==> src/rtl/cnn_acc_pkg.sv <==
// ---------------------------------------------------------------------------
// cnn_acc_pkg
// Shared widths, output clamp limits and the accumulator FSM state encoding
// for the CNN multiply-accumulate saturation block.
// ---------------------------------------------------------------------------
package cnn_acc_pkg;

    // Output format is ap_fixed<14,6>; products arrive as Q(21,14 frac).
    localparam int OUT_WIDTH  = 32'sd14;
    localparam int PROD_WIDTH = 32'sd21;
    localparam int OUT_MAX    = 32'sd8191;
    localparam int OUT_MIN    = -32'sd8192;

    // ACC   : taking products (prod_ready high)
    // FINAL : one cycle to shift/saturate/ReLU and register the result
    // OUT   : presenting the result until the consumer takes it
    typedef enum logic [1:0] {
        ACC   = 2'd0,
        FINAL = 2'd1,
        OUT   = 2'd2
    } state_t;

endpackage

==> src/rtl/cnn_acc_sat_core.sv <==
// ---------------------------------------------------------------------------
// cnn_acc_sat_core
// Combinational post-processing of a finished accumulator value:
// arithmetic right shift into output format, clamp to the 14-bit signed
// range, then optional ReLU.
//   acc_in   : accumulator value, ACC_WIDTH bits, signed, product format
//   relu_en  : force negative results to zero
//   data_out : result in ap_fixed<14,6>
//   sat_out  : high when the range clamp altered the value (ReLU never sets it)
// ---------------------------------------------------------------------------
module cnn_acc_sat_core
    import cnn_acc_pkg::*;
#(
    parameter int ACC_WIDTH  = 32'sd29,
    parameter int FRAC_SHIFT = 32'sd6
) (
    input  logic signed [ACC_WIDTH-1:0] acc_in,
    input  logic                        relu_en,
    output logic signed [OUT_WIDTH-1:0] data_out,
    output logic                        sat_out
);

    localparam logic signed [ACC_WIDTH-1:0] MAX_C = ACC_WIDTH'(OUT_MAX);
    localparam logic signed [ACC_WIDTH-1:0] MIN_C = ACC_WIDTH'(OUT_MIN);

    logic signed [ACC_WIDTH-1:0] shifted_s;
    logic signed [OUT_WIDTH-1:0] clamp_s;

    // Shift (floor toward minus infinity), clamp, then ReLU on the clamped value.
    always_comb begin
        shifted_s = acc_in >>> FRAC_SHIFT;
        clamp_s   = shifted_s[OUT_WIDTH-1:0];
        sat_out   = 1'b0;
        if (shifted_s > MAX_C) begin
            clamp_s = OUT_WIDTH'(OUT_MAX);
            sat_out = 1'b1;
        end else if (shifted_s < MIN_C) begin
            clamp_s = OUT_WIDTH'(OUT_MIN);
            sat_out = 1'b1;
        end else begin
            clamp_s = shifted_s[OUT_WIDTH-1:0];
        end

        if (relu_en && clamp_s[OUT_WIDTH-1]) begin
            data_out = {OUT_WIDTH{1'b0}};
        end else begin
            data_out = clamp_s;
        end
    end

endmodule

==> src/rtl/cnn_acc_sat.sv <==
// ---------------------------------------------------------------------------
// cnn_acc_sat
// Accumulates N_TERMS signed products (plus a bias loaded on the first term
// of each group), then converts the sum to ap_fixed<14,6> with saturation and
// optional ReLU. Product intake stops while a result is being finished or
// waiting for the consumer, so groups never overlap.
//   ap_clk / ap_rst       : clock, asynchronous active-high reset
//   prod_din/valid/ready  : product stream (ready only while accumulating)
//   bias_din              : bias in ap_fixed<14,6>, used on the first term
//   relu_en               : sampled in the finishing cycle only
//   out_data/valid/ready  : result handshake, result held until taken
//   sat_flag              : result was clamped to the 14-bit range
// ---------------------------------------------------------------------------
module cnn_acc_sat
    import cnn_acc_pkg::*;
#(
    parameter int N_TERMS    = 32'sd25,
    parameter int ACC_WIDTH  = 32'sd29,
    parameter int FRAC_SHIFT = 32'sd6
) (
    input  logic                         ap_clk,
    input  logic                         ap_rst,
    input  logic signed [PROD_WIDTH-1:0] prod_din,
    input  logic                         prod_valid,
    output logic                         prod_ready,
    input  logic signed [OUT_WIDTH-1:0]  bias_din,
    input  logic                         relu_en,
    output logic signed [OUT_WIDTH-1:0]  out_data,
    output logic                         out_valid,
    input  logic                         out_ready,
    output logic                         sat_flag
);

    // Wide enough to hold N_TERMS-1 for every legal N_TERMS (1..256).
    localparam int CNT_W = $clog2(N_TERMS + 32'sd1);
    localparam logic [CNT_W-1:0] LAST_C = CNT_W'(N_TERMS - 32'sd1);

    state_t                        state_r, state_next_s;
    logic [CNT_W-1:0]              count_r, count_next_s;
    logic signed [ACC_WIDTH-1:0]   acc_r, acc_next_s;
    logic signed [OUT_WIDTH-1:0]   out_data_r, out_data_next_s;
    logic                          sat_flag_r, sat_next_s;
    logic                          out_valid_r, out_valid_next_s;
    logic                          prod_ready_r, prod_ready_next_s;

    logic                          xfer_s;
    logic signed [ACC_WIDTH-1:0]   prod_ext_s;
    logic signed [ACC_WIDTH-1:0]   bias_sh_s;
    logic signed [OUT_WIDTH-1:0]   core_data_s;
    logic                          core_sat_s;

    cnn_acc_sat_core #(
        .ACC_WIDTH  (ACC_WIDTH),
        .FRAC_SHIFT (FRAC_SHIFT)
    ) u_core (
        .acc_in   (acc_r),
        .relu_en  (relu_en),
        .data_out (core_data_s),
        .sat_out  (core_sat_s)
    );

    // Sign-extended operands; the bias is moved from output format into
    // product format by the same shift the core undoes.
    always_comb begin
        prod_ext_s = ACC_WIDTH'(prod_din);
        bias_sh_s  = ACC_WIDTH'(bias_din) <<< FRAC_SHIFT;
        xfer_s     = prod_valid && prod_ready_r && (state_r == ACC);
    end

    // Next-state and datapath next values; everything holds by default.
    always_comb begin
        state_next_s     = state_r;
        count_next_s     = count_r;
        acc_next_s       = acc_r;
        out_data_next_s  = out_data_r;
        sat_next_s       = sat_flag_r;
        out_valid_next_s = out_valid_r;
        case (state_r)
            ACC: begin
                if (xfer_s) begin
                    if (count_r == {CNT_W{1'b0}}) begin
                        acc_next_s = prod_ext_s + bias_sh_s;
                    end else begin
                        acc_next_s = acc_r + prod_ext_s;
                    end
                    if (count_r == LAST_C) begin
                        count_next_s = {CNT_W{1'b0}};
                        state_next_s = FINAL;
                    end else begin
                        count_next_s = count_r + CNT_W'(1'b1);
                    end
                end else begin
                    state_next_s = ACC;
                end
            end
            FINAL: begin
                out_data_next_s = core_data_s;
                sat_next_s      = core_sat_s;
                state_next_s    = OUT;
            end
            OUT: begin
                // First OUT cycle raises valid; afterwards wait for the consumer.
                if (out_valid_r) begin
                    if (out_ready) begin
                        out_valid_next_s = 1'b0;
                        state_next_s     = ACC;
                    end else begin
                        out_valid_next_s = 1'b1;
                    end
                end else begin
                    out_valid_next_s = 1'b1;
                end
            end
            default: begin
                state_next_s     = ACC;
                count_next_s     = {CNT_W{1'b0}};
                acc_next_s       = {ACC_WIDTH{1'b0}};
                out_valid_next_s = 1'b0;
            end
        endcase
        prod_ready_next_s = (state_next_s == ACC);
    end

    // State and datapath registers; ready stays low through reset.
    always_ff @(posedge ap_clk or posedge ap_rst) begin
        if (ap_rst) begin
            state_r      <= ACC;
            count_r      <= {CNT_W{1'b0}};
            acc_r        <= {ACC_WIDTH{1'b0}};
            out_data_r   <= {OUT_WIDTH{1'b0}};
            sat_flag_r   <= 1'b0;
            out_valid_r  <= 1'b0;
            prod_ready_r <= 1'b0;
        end else begin
            state_r      <= state_next_s;
            count_r      <= count_next_s;
            acc_r        <= acc_next_s;
            out_data_r   <= out_data_next_s;
            sat_flag_r   <= sat_next_s;
            out_valid_r  <= out_valid_next_s;
            prod_ready_r <= prod_ready_next_s;
        end
    end

    assign out_data   = out_data_r;
    assign sat_flag   = sat_flag_r;
    assign out_valid  = out_valid_r;
    assign prod_ready = prod_ready_r;

endmodule

==> config.mk <==
export PLATFORM = sky130hd
export DESIGN_NAME = cnn_acc_sat
export DESIGN_NICKNAME = d
export VERILOG_FILES = /design/src/rtl/cnn_acc_pkg.sv /design/src/rtl/cnn_acc_sat_core.sv /design/src/rtl/cnn_acc_sat.sv
export SDC_FILE = /design/constraint.sdc
export NUM_CORES = 1
export LEC_CHECK = 0
export ABC_AREA = 1
export BUFFER_PORTS_ARGS = -buffer_cell sky130_fd_sc_hd__buf_4
export CAP_MARGIN = 20
export CORE_MARGIN = 4
export CORE_UTILIZATION = 38
export CTS_CLUSTER_DIAMETER = 100
export DETAILED_ROUTE_END_ITERATION = 6
export PLACE_DENSITY = 0.59
export SETUP_SLACK_MARGIN = 0.3
export SKIP_LAST_GASP = 1
export SLEW_MARGIN = 20
export SYNTH_ARGS = -nofsm -noshare
export SYNTH_HDL_FRONTEND = slang
export SYNTH_SLANG_ARGS = --single-unit
export TNS_END_PERCENT = 30
==> constraint.sdc <==
create_clock -name ap_clk -period 2 [get_ports ap_clk]
set_clock_uncertainty 0.15 [all_clocks]
set_input_delay 0.5 -clock ap_clk [delete_from_list [all_inputs] [get_ports ap_clk]]
set_output_delay 0.5 -clock ap_clk [all_outputs]
set_load 0.02 [all_outputs]
### After elaboration in Yosys (flattened, before gate mapping)

Index checks and enable logic that the tools add are counted.

| word-level totals | value |
|---|---|
| flip-flop bits (word level) | 53 |
| bits of input ports | 40 |
| word-level logic and storage cells | 45 |
| output and inout port bits | 17 |

| operators by class | value |
|---|---|
| reductions and logical operators | 9 |
| bitwise logic cells | 1 |
| $lt $le $gt $ge | 2 |
| equality and inequality tests | 4 |
| muxes and demuxes | 19 |
| $add $sub $neg | 3 |

Operators with widths:

| operator | number |
|---|---|
| $mux 29 | 2 |
| $pmux 29 s2 | 1 |
| $mux 14 | 3 |
| $add 29x21->29 | 1 |
| $gt 23x14->1 const B | 1 |
| $lt 23x14->1 const B | 1 |
| $add 21x20->22 | 1 |
| $mux 5 | 2 |
| $pmux 5 s2 | 1 |
| $mux 2 | 4 |
| $pmux 2 s3 | 1 |
| $add 5x1->5 const B | 1 |
| $eq 5x5->1 const B | 1 |
| $logic_not 5->1 | 1 |
| $logic_not 2->1 | 2 |
| $mux 1 | 4 |
| $reduce_or 2->1 | 2 |
| $logic_and 1x1->1 | 3 |
| $eq 2x1->1 const B | 1 |
| $eq 2x2->1 const B | 1 |
| $ne 2x2->1 const B | 1 |
| $pmux 1 s2 | 1 |
| $reduce_and 2->1 | 1 |
| $not 1->1 | 1 |

### Depth between registers and ports, before layout

Gate-level depths: netlist of run 1.

| depth | value |
|---|---|
| depth after elaboration | 5 |
| gate-level depth with buffers | 14 |
| gate-level depth less buffers | 14 |

### By module

Synthesis of run 1 repeated with hierarchy kept, for this count alone.

| second synthesis, totals | value |
|---|---|
| cell total of the unflattened synthesis | 954 |
| area, all modules | 5821.8 µm² |

Modules (own cells, without submodules):

| module | seq. area each (µm²) | area each (µm²) | times used | cells an instance |
|---|---|---|---|---|
| cnn_acc_sat | 1326.3 | 5474.0 | 1 | 877 |
| cnn_acc_sat_core | 0.0 | 347.8 | 1 | 77 |

### Worst setup path after synthesis of run 1

No wires, ideal clock.

| timing | value |
|---|---|
| path kind | input to register |
| start point | in prod_din[0] |
| end point | reg acc_r[6] |
| stages | 9 |
| arrival | 1.854 ns |
| library setup time | 0.132 ns |
| path buffers | 0 |
| required time | 1.718 ns |
| slack | -0.136 ns |
| cell sequence | ha_1 fa_1 nand3_1 nand3_2 nand2_1 nand2_1 or2_0 a21oi_1 o22ai_1 |

| between the ends | value |
|---|---|
| cells in the longest elaborated chain, start to end | 4 |
| elaborated cells between the ends (all ways) | 5 |
| classes of those cells | add/sub: 2; mux: 3 |

Ends and longest elaborated chain:

| element | RTL line | source |
|---|---|---|
| from (decl) | cnn_acc_sat.sv:23 | `input logic signed [PROD_WIDTH-1:0] prod_din,` |
| $add 29x21->29 / $add 21x20->22 (equally long branches) | cnn_acc_sat.sv:84, cnn_acc_sat.sv:82 |  |
| $mux 29 * | cnn_acc_sat.sv:81 | `if (count_r == {CNT_W{1'b0}}) begin` |
| $mux 29 * | cnn_acc_sat.sv:80 | `if (xfer_s) begin` |
| $pmux 29 s2 * | cnn_acc_sat.sv:78 | `case (state_r)` |
| to (signal assigned) | cnn_acc_sat.sv:129 | `acc_r <= {ACC_WIDTH{1'b0}};` |
| to (signal assigned) | cnn_acc_sat.sv:137 | `acc_r <= acc_next_s;` |
| to (decl) | cnn_acc_sat.sv:40 | `logic signed [ACC_WIDTH-1:0] acc_r, acc_next_s;` |

Mark *: on every way between the ends. The rest lies on a longest branch, timed or not. The select of a mux whose other input is x is not followed.
A chain may end at the register's enable or synchronous reset.

### Final worst setup path of run 1

| timing | value |
|---|---|
| start point | reg acc_r[0] |
| end point | reg acc_r[18] |

| between the ends | value |
|---|---|
| cells in the longest elaborated chain, start to end | 4 |

Ends and longest elaborated chain:

| element | RTL line | source |
|---|---|---|
| $add 29x21->29 | cnn_acc_sat.sv:84 | `acc_next_s = acc_r + prod_ext_s;` |
| $mux 29 | cnn_acc_sat.sv:81 |  |
| $mux 29 | cnn_acc_sat.sv:80 |  |
| $pmux 29 s2 | cnn_acc_sat.sv:78 |  |

Every way passes these cells. The select of a mux whose other input is x is not followed.

==> results of run 1 <==
==> power breakdown <==
part	switching (µW)	leakage [µW]	internal [µW]
logic	4480	0.00374	3710
clock network	491	0.0000763	483
registers	410	0.000615	1520
total	5380	0.00444	5710
==> critical path, delay by kind of cell, from the launching register on <==
family / cells / cell delay [ps]
simple gates: 8 / 590
fa+ha+maj: 2 / 530
buf+inv: 2 / 270
flops: 1 / 410
==> timing repair <==
action,4_1_cts,5_1_grt
gates cloned,1,0
buffers inserted,7,14
setup endpoints to repair,48,52
pin swaps,30,28
resized for setup,82,62
==> sequential cells by signal (all words and copies together) (netlist names) <==
register    count
sat_flag        1
out_valid       1
acc_r          29
out_data       14
state_r         2
count_r         5
prod_ready      1
==> worst paths after layout <==
path,start,end,slack (ps),cells after the start
max in group asynchronous,ap_rst,acc_r[23]$_DFFE_PP0P_,1320,3
min reg2reg,out_data[0]$_DFFE_PP0P_,out_data[0]$_DFFE_PP0P_,330,2
max reg2reg,acc_r[0]$_DFFE_PP0P_,acc_r[18]$_DFFE_PP0P_,-40,12
min in group ap_clk,relu_en,out_data[13]$_DFFE_PP0P_,230,2
max,acc_r[0]$_DFFE_PP0P_,acc_r[18]$_DFFE_PP0P_,-40,12
min,ap_rst,out_data[9]$_DFFE_PP0P_,110,3
==> metrics by stage <==
step | setup WS (ps) | std cells | utilization, %
after floorplan | -32.10 | 946 | -
after global placement | -368.7 | 1270 | 48.89
after detailed placement | -394.3 | 1270 | 48.89
after CTS | -18.55 | 1286 | 54.03
after global routing | -156.9 | 1300 | 56.62
final | -41.45 | 1300 | 56.62
==> layout by cell type, fill, tap and decap left out, types with 3 or more instances in the layout <==
master | Yosys | final
buf_4 | 0 | 162
o22ai_1 | 5 | 5
clkbuf_16 | 0 | 5
dfrtp_1 | 53 | 52
nand2_1 | 350 | 306
buf_6 | 0 | 9
inv_2 | 17 | 23
nand4_1 | 13 | 13
nor2_2 | 4 | 9
buf_12 | 0 | 4
nand2_2 | 16 | 50
nand2_4 | 0 | 10
a21oi_1 | 39 | 29
a21oi_2 | 1 | 8
inv_1 | 154 | 146
nand3_4 | 0 | 7
and2_1 | 3 | 3
o21ai_0 | 24 | 22
nand3_1 | 87 | 77
nor2_4 | 9 | 13
xor2_1 | 7 | 7
ha_1 | 49 | 15
o21bai_1 | 4 | 4
a21oi_4 | 0 | 3
o21ai_1 | 6 | 8
nand3_2 | 7 | 10
ha_4 | 0 | 33
nor2_1 | 60 | 51
==> kinds of logic (layout without fill, tap and decap cells) <==
kind of cell	Yosys count	count (layout)	share of synthesized area (%)
flip-flops	53	53	23.24
buffers and inverters	185	355	12.34
adder cells (fa/ha/maj)	51	51	11.44
XOR/XNOR	9	9	1.381
multiplexers	1	1	0.1973
AND/OR/NAND/NOR	558	558	42.71
AO/OA/AOI/OAI	89	89	8.683
==> final cells by class <==
type	instances	area [µm²]	area share [%]
multi-input combinational	708	4499	54.26
clock inverter	3	28.78	0.3471
tap	184	230.2	2.777
inverter	171	650.6	7.847
timing repair buffer	176	1430	17.25
clock buffer	5	125.1	1.509
sequential	53	1328	16.01
==> layer usage <==
metal,part of all wire (%),GRT usage (%),vias up
li1,-,-,3307
met5,0,0,-
met1,46,30.11,2902
met2,48,37.50,125
met3,4.3,4.065,32
met4,2.3,6.231,0
==> results.md, run 1 <==
- Status: complete, but fails checks
- Failing checks: negative setup slack
- Worst setup EP type: flip-flop
- CP Cell Sequence: ha_4 > fa_2 > buf_4 > buf_6 > nand3_4 > nand3_4 > nand2_2 > nand2_1 > nand2_1 > nand3_1 > nand3_1 > nand2_1
- Die area: between 15,000 and 20,000 µm²
- Syn_area_per_cell: between 6 and 7 µm²
- Worst path required time: 2060 ps
- Final setup fails: 7
- Starting density of the core: roughly two fifths
- Unrepaired setup endpoints after global routing: true
- Worst skew pair latency: about 310 ps
- Final hold vios: 0
- RD Place Congestion: approximately 0.91
- Post-Route WL: 18,800 µm
- Most common cell in the netlist: nand2_1
- Fin nets: between 1k and 1.5k
- Largest net degree at the start of global routing: 54
- Synth Net Count: a little over 1k
- Highest clock rate: roughly 0.49 GHz
- Hpwl dp: 14,230 µm
- CTS Hold Bufs: 0
- Crit start category: flip-flop
- Fin crit share: 102.1%
- Cell count after synthesis: 946
- Die Ht: roughly 130 µm
- Async set-reset flop share out of synthesis: between 90% and 100%
- Worst min-delay path category: in2async
- Max_cap viols: 0
- CP Max Fanout: 4
- Final instance area: just over 8000 µm²
- Crit-path most repeated cell: nand2_1
- WL/cell: around 14 µm
- Slowest CP cell: dfrtp_1
- Clock transition at path regs: around 80 ps
- Global Route Usage Sum: between 20% and 30%
- CTS Buffer Depth: 2
- Chip Width: about 130 µm
- Critical Path AT: between 2000 and 2500 ps
- First-pass GRT wire length: 30,460 µm
- Post-synth EDFFs: 0
- CTS tree: done
- Slew @ Worst Pin: 544.3 ps
- DR DRC count: 0
- Initial DRC Count: ~320
- Std-Cell Rows: between 40 and 50
- CTS Sinks: 53
- Total Power: about 11,000 µW
- Final min period: approximately 2000 ps
- Post-synth top cells: nand2_1, inv_1, nand3_1
- Final Slew Violations: 0
- Layout cells sized above 1: between 30% and 40%
- CTS buffer count: 5
- Largest area contributor in the netlist: dfrtp_1
- Final antenna-violating net count: 0
- Slew HR: between 60% and 70%
- Hold slack: around 110 ps
- Count of different cell masters after synthesis: between 40 and 50
- Drt pass-1 iters: 5
- Core Area: around 15,000 µm²
- Synth Cell Area: about 5700 µm²
- CP max stage delay: 410 ps
- Most area-consuming cells after synthesis: dfrtp_1, nand2_1, ha_1
- PortBufs: 56
- Top FF cell, synth: dfrtp_1
- Filler Cell Count: ~1.4k
- Placed cell area: about 7200 µm²
- Synthesis-stage register bit count: between 50 and 60
- Routed vias/inst: just under 5
- H-tree levels: 2
- Power per Cell Area: roughly 1300 nW/µm²
- TNS Setup: -131.5 ps
- ANT cells: 0
- Top-Level Pins: between 50 and 60
- Post-synth top area share: between 20% and 30%
- Leak pwr: roughly 0.0044 µW
- Via count: approximately 6.4k
- Worst vdd ir: around 0.55 mV
- Setup slack after layout: -41.45 ps
- CTS root buffer: clkbuf_16
- Initial antenna violation count: 0
- Vias in the first global route: around 6.2k
- Layout area overhead: 45.30%
- GRT Residual Overflow: 0
- Crit Path Class: reg2reg
- Register area share after synthesis: 23.24%
- Synth Warn #: 0
Note: power is estimated with default switching activity, not from simulation.
==> run 2, diff against run 1 <==
Settings changed: CORE_ASPECT_RATIO set to 0.75.
==> run 2 against run 1 <==
  * Count of clock-buffer cells in the layout unchanged
  * Highest routed layer unchanged
  * Via count grew 0.57%
  * Maximum frequency down 0.40%
  * The run still ends with negative setup slack left
  * Register-to-register slack hardly changed
  * Largest power group unchanged
  * Clock power is essentially flat
==> results.md, run 2 (synthesized netlist as in run 1, its figures left out) <==
- Std-Cell Rows: 38 (-14%)
- H-tree levels: 2 (unchanged)
- Hpwl dp: 14,940 µm (+5.0%)
- Worst vdd ir: 0.5157 mV (-6.2%)
- Critical Path AT: 2150 ps (+50 ps)
- CTS Hold Bufs: 0 (unchanged)
- Initial DRC Count: 420 (+30%)
- Filler Cell Count: 1,401 (+1.7%)
- Layout cells sized above 1: 32.97% (+0.36 points)
- RD Place Congestion: 0.9763 (+6.9%)
- ANT cells: 0 (unchanged)
- Via count: 6,402 (+0.57%)
- Status: complete, but fails checks
- Worst path required time: 2100 ps (+40 ps)
- Placed cell area: 7202 µm² (+0.59%)
- Layout area overhead: 45.36% (about the same)
- RR Endpoint: acc_r[16]$_DFFE_PP0P_
- Routed vias/inst: 4.865 (-0.66%)
- Post-Route WL: 19,710 µm (+4.8%)
- CTS buffer count: 5 (unchanged)
- Max_cap viols: 0 (unchanged)
- Power per Cell Area: 1338 nW/µm² (about the same)
- Chip Width: 149.5 µm (+15%)
- PortBufs: 56 (unchanged)
- WL/cell: 14.97 µm (+3.6%)
- Final instance area: 8295 µm² (about the same)
- Power share of the sequential group: 17.5% (about the same)
- Vias in the first global route: 6,148 (-1.6%)
- Slowest CP cell: dfrtp_1
- Pre-CTS setup slack: -360.8 ps (+33.52 ps)
- P_sw: 5554 µW (+3.2%)
- Largest net degree at the start of global routing: 30 (-44%)
- Util after Layout: 56.83% (+0.21 points)
- R2r worst-path depth: 11 (-1)
- Clock power share: 9.0% (+0.2 points)
- GRT Residual Overflow: 0 (unchanged)
- Max reg flops: 29 (unchanged)
- Highest clock rate: 0.4879 GHz (-0.40%)
- Clock transition at path regs: 90 ps (about the same)
- Final setup fails: 5 (-2)
- Leak pwr: 0.004421 µW (-0.35%)
- Worst Setup SP: acc_r[0]$_DFFE_PP0P_
- Drt pass-1 iters: 5 (unchanged)
- Sw Ratio: 50.04% (+1.5 points)
- Worst setup EP type: flip-flop
- Slew HR: 66.17% (+2.5 points)
- Area of the multi-input gates: 4561 µm² (+1.4%)
- Hold slack: 129.6 ps (+16.34 ps)
- Storage element area: 1328 µm² (unchanged)
- Top-Level Pins: 57 (unchanged)
- Unrepaired setup endpoints after global routing: true
- Die area: 17,060 µm² (+0.12%)
- Commonest non-fill, non-tap cell in the layout: nand2_1
- First-pass GRT wire length: 31,110 µm (+2.1%)
- Final Slew Violations: 0 (unchanged)
- Slew @ Worst Pin: 506.3 ps (-38.03 ps)
- Crit Path Class: reg2reg
- Gate power share: 73.5% (-0.3 points)
- Worst skew pair latency: 320 ps (about the same)
- Worst min-delay path category: in2async
- Crit start category: flip-flop
- Failing checks: negative setup slack
- Fin crit share: 102.5% (+0.41 points)
- Setup slack after layout: -49.68 ps (-8.235 ps)
- Starting density of the core: 39.10% (+0.13 points)
- CTS root buffer: clkbuf_16
- CTS Sinks: 53 (unchanged)
- Core Area: 14,600 µm² (-0.32%)
- Int Power: 5545 µW (-2.9%)
- Crit path capture: acc_r[16]$_DFFE_PP0P_
- CTS Buffer Depth: 2 (unchanged)
- Most frequent cells in the layout: nand2_1, buf_4, inv_1
- Final min period: 2050 ps (+8.235 ps)
- Final antenna-violating net count: 0 (unchanged)
- Worst R2R Setup Slack: -50 ps (about the same)
- CTS tree: done
- Non-Filler Instances: 1,316 (+1.2%)
- Largest Register: acc_r
- CP max stage delay: 420 ps (about the same)
- CP Cell Sequence: ha_4 > fa_2 > nand3_2 > nand3_4 > nand2_2 > nand2_4 > a21oi_1 > nand2_1 > nand3_1 > nand3_1 > nand2_1
- Global Route Usage Sum: 23.02% (+0.48 points)
- Final hold vios: 0 (unchanged)
- Fin nets: 1,206 (unchanged)
- DR DRC count: 0 (unchanged)
- Initial antenna violation count: 0 (unchanged)
- CP Max Fanout: 6 (+2)
- Die Ht: 114.1 µm (-13%)
- Inst Count DP: 1,294 (+1.9%)
- Reg2reg start: acc_r[0]$_DFFE_PP0P_
run 2: cell count changes in the layout (fill, tap and decap cells not counted), moves of 2 or more:
cell,previous run,this run
nand2_2,50,45
nand3_1,77,79
ha_1,15,12
buf_6,9,6
ha_4,33,36
nand2_4,10,14
buf_12,4,1
buf_4,162,168
a21oi_2,8,10
run 2: worst min-delay path by stage:
stage | startpoint | endpoint | slack, ps | cells past startpoint
2_1_floorplan | acc_r[2]$_DFFE_PP0P_ | acc_r[2]$_DFFE_PP0P_ | 310 | 2
3_3_place_gp | out_data[12]$_DFFE_PP0P_ | out_data[12]$_DFFE_PP0P_ | 320 | 2
3_5_place_dp | out_data[3]$_DFFE_PP0P_ | out_data[3]$_DFFE_PP0P_ | 320 | 2
4_1_cts | ap_rst | out_data[7]$_DFFE_PP0P_ | 150 | 3
5_1_grt | ap_rst | out_data[7]$_DFFE_PP0P_ | 170 | 3
6_report | ap_rst | out_data[0]$_DFFE_PP0P_ | 130 | 3
run 2: layout make-up:
class	instances	share of cell area, %
multi-input cells	709	54.98
repair buffers	175	16.26
flip-flops and latches	53	16.00
inverters	171	7.888
well taps	200	3.017
clock buffers	5	1.508
clock inverters	3	0.3469
run 2: power groups by stage:
stage / Clock [µW] / Combinational [µW] / Sequential, µW
2_1_floorplan: 0 / 4150 / 1910
3_3_place_gp: 0 / 6600 / 1830
3_5_place_dp: 0 / 6680 / 1830
4_1_cts: 1020 / 7430 / 1910
5_1_grt: 1050 / 9030 / 1990
6_report: 1000 / 8160 / 1940
run 2: metrics by stage:
step	setup TNS [ps]	total power (µW)
finish	-152.9	11100
global route	-1675	12070
CTS	-121.2	10360
detailed placement	-6702	8505
global placement	-6209	8436
floorplan	-32.10	6063
run 2: per-layer routing:
metal  vias up  global-route usage (%)  share of wire, %
met5         -                       0                 0
met4         0                   4.634               1.4
met3        22                   3.601               5.9
met2       191                   34.70                42
met1      2882                   34.86                50
li1       3307                       -                 -
run 2: what timing repair did:
| action | CTS | global route |
|---|---|---|
| gates resized for setup | 80 | 66 |
| pin swaps | 27 | 30 |
| gates cloned | 0 | 1 |
| endpoints found under the setup margin | 48 | 51 |
| endpoints found under the hold margin | 0 | 0 |
| buffers inserted | 4 | 9 |
run 2: worst max-delay path, delay by kind of cell, from the launching register on:
family | cells | cell delay [ps]
AO/OA/AOI/OAI | 1 | 140
AND/OR/NAND/NOR | 8 | 740
adder cells (fa/ha/maj) | 2 | 520
flip-flops | 1 | 420
==> run 3, diff against run 2 <==
Settings changed: CTS_CLUSTER_DIAMETER 100 to 150, RECOVER_POWER set to 100.
==> run 3 against run 2 <==
  * The flow still finishes with violations (negative setup slack)
  * Worst hold slack better by 91 ps
  * Clock power barely moved
  * Cell count is the same
  * Largest power group unchanged
  * Count of clock-buffer cells in the layout unchanged
  * Sequential power hardly changed
  * Global-route usage did not move
  * Maximum frequency shrank 0.30%
  * Critical endpoint unchanged
  * Power down 1.1%
  * First-iteration DRC count is 3.8% higher
==> results.md, run 3 (synthesized netlist as in run 1, its figures left out) <==
- Status: complete, but fails checks
- Failing checks: negative setup slack
- CP Max Fanout: 6 (unchanged)
- Core Area: 14,600 µm² (unchanged)
- Final hold vios: 0 (unchanged)
- H-tree levels: 2 (unchanged)
- Starting density of the core: 39.10% (unchanged)
- Die Ht: 114.1 µm (unchanged)
- Worst hold start: relu_en
- CP Cell Sequence: ha_4 > fa_2 > nand3_2 > nand3_4 > nand2_2 > nand2_4 > a21oi_1 > nand2_1 > nand3_1 > nand3_1 > nand2_1
- Drt pass-1 iters: 5 (unchanged)
- Layout cells sized above 1: 31.09% (-1.9 points)
- Final instance area: 8189 µm² (-1.3%)
- CTS Sinks: 53 (unchanged)
- Top-Level Pins: 57 (unchanged)
- Max_cap viols: 0 (unchanged)
- Die area: 17,060 µm² (unchanged)
- Hold slack: 220.3 ps (+90.66 ps)
- Largest net degree at the start of global routing: 30 (unchanged)
- CTS buffer count: 5 (unchanged)
- Slew @ Worst Pin: 779.7 ps (+273.4 ps)
- Setup slack after layout: -55.84 ps (-6.151 ps)
- Worst setup EP type: flip-flop
- Largest Register: acc_r
- Worst R2R Setup Slack: -60 ps (about the same)
- Slowest CP cell: dfrtp_1
- Final setup fails: 6 (+1)
- WL/cell: 14.91 µm (-0.47%)
- Slew HR: 48.02% (-18 points)
- Initial DRC Count: 436 (+3.8%)
- Power per Cell Area: 1340 nW/µm² (+0.18%)
- Via count: 6,380 (-0.34%)
- Final Slew Violations: 0 (unchanged)
- Hold Crit Depth: 2
- Final antenna-violating net count: 0 (unchanged)
- Std-Cell Rows: 38 (unchanged)
- Chip Width: 149.5 µm (unchanged)
- R2r worst-path depth: 11 (unchanged)
- Fin crit share: 102.8% (+0.31 points)
- Vias in the first global route: 6,148 (unchanged)
- GRT Residual Overflow: 0 (unchanged)
- CTS tree: done
- Worst vdd ir: 0.5121 mV (-0.69%)
- Routed vias/inst: 4.848 (-0.34%)
- Worst skew pair latency: 320 ps (about the same)
- First-pass GRT wire length: 31,110 µm (unchanged)
- PortBufs: 56 (unchanged)
- Fin nets: 1,206 (unchanged)
- Reg2reg start: acc_r[0]$_DFFE_PP0P_
- CP max stage delay: 410 ps (about the same)
- DR DRC count: 0 (unchanged)
- CTS root buffer: clkbuf_16
- Highest clock rate: 0.4864 GHz (-0.30%)
- Final min period: 2056 ps (+6.151 ps)
- RR Endpoint: acc_r[16]$_DFFE_PP0P_
- Initial antenna violation count: 0 (unchanged)
- RD Place Congestion: 0.9763 (unchanged)
- Crit Path Class: reg2reg
- CTS Buffer Depth: 2 (unchanged)
- Leak pwr: 0.004351 µW (-1.6%)
- Critical Path AT: 2160 ps (about the same)
- Global Route Usage Sum: 23.02% (unchanged)
- Layout area overhead: 43.50%
- Placed cell area: 7202 µm² (unchanged)
- Max reg flops: 29 (unchanged)
- Most frequent cells in the layout: nand2_1, inv_1, buf_4
- Worst path required time: 2100 ps (about the same)
- Commonest non-fill, non-tap cell in the layout: nand2_1
- Hold endpoint: out_data[13]$_DFFE_PP0P_
- Crit start category: flip-flop
- Worst min-delay path category: in2reg
- ANT cells: 0 (unchanged)
- Clock transition at path regs: 90 ps (about the same)
- Hpwl dp: 14,940 µm (unchanged)
- Post-Route WL: 19,620 µm (-0.47%)
- Unrepaired setup endpoints after global routing: true
==> run 3: changes by cell type in the layout (fill, tap and decap cells not counted), sizes merged <==
cell and delta:
buf -27, clkbuf +27
==> run 3: power breakdown <==
group	switching (µW)	internal, µW	total (µW)
clock network	514	484	998
logic	4610	3430	8040
registers	418	1520	1940
==> run 3: cell type report <==
cell class	count	area, µm²
Sequential cell	53	1328
Multi-Input combinational cell	709	4551
Clock buffer	5	125.1
Inverter	171	651.9
Timing Repair Buffer	175	1255
Tap cell	200	250.2
Clock inverter	3	28.78
Fill cell	1425	6407
==> run 3: worst max path at each step <==
stage / from / to / cells past startpoint
after floorplan: prod_din[0] / acc_r[6]$_DFFE_PP0P_ / 9
after global placement: prod_din[6] / acc_r[15]$_DFFE_PP0P_ / 12
after detailed placement: prod_din[6] / acc_r[15]$_DFFE_PP0P_ / 12
after CTS: acc_r[0]$_DFFE_PP0P_ / acc_r[6]$_DFFE_PP0P_ / 9
after global routing: acc_r[0]$_DFFE_PP0P_ / acc_r[14]$_DFFE_PP0P_ / 12
final: acc_r[0]$_DFFE_PP0P_ / acc_r[16]$_DFFE_PP0P_ / 11
==> run 3: metrics by stage <==
stage	setup TNS [ps]	util, %	instances	worst slack [ps]	power [µW]
final	-163.9	56.10	1316	-55.84	10980
after global routing	-2578	56.10	1316	-150.6	11940
after detailed placement	-6702	49.34	1294	-360.8	8505
after CTS	-121.2	54.39	1306	-30.54	10360
after floorplan	-32.10	-	946	-32.10	6063
after global placement	-6209	49.34	1294	-348.4	8436
==> run 3: critical path, delay by kind of cell (launching register included) <==
kind | cells | cell delay, ps
compound gates | 1 | 140
simple gates | 8 | 750
fa+ha+maj | 2 | 520
flops | 1 | 410
==> run 3: timing repair <==
| action | in CTS | in global routing |
|---|---|---|
| setup buffers | 4 | 9 |
| cloned | 0 | 1 |
| hold buffers | 0 | 0 |
| resized for setup | 80 | 66 |
| pin swaps | 27 | 30 |
| setup endpoints to repair | 48 | 51 |
==> run 3: layer usage <==
metal | vias up | routed length (µm) | track usage [%]
li1 | 3312 | - | -
met1 | 2867 | 9910 | 34.86
met2 | 178 | 8343 | 34.70
met3 | 23 | 1097 | 3.601
met4 | 0 | 264 | 4.634
met5 | - | 0 | 0
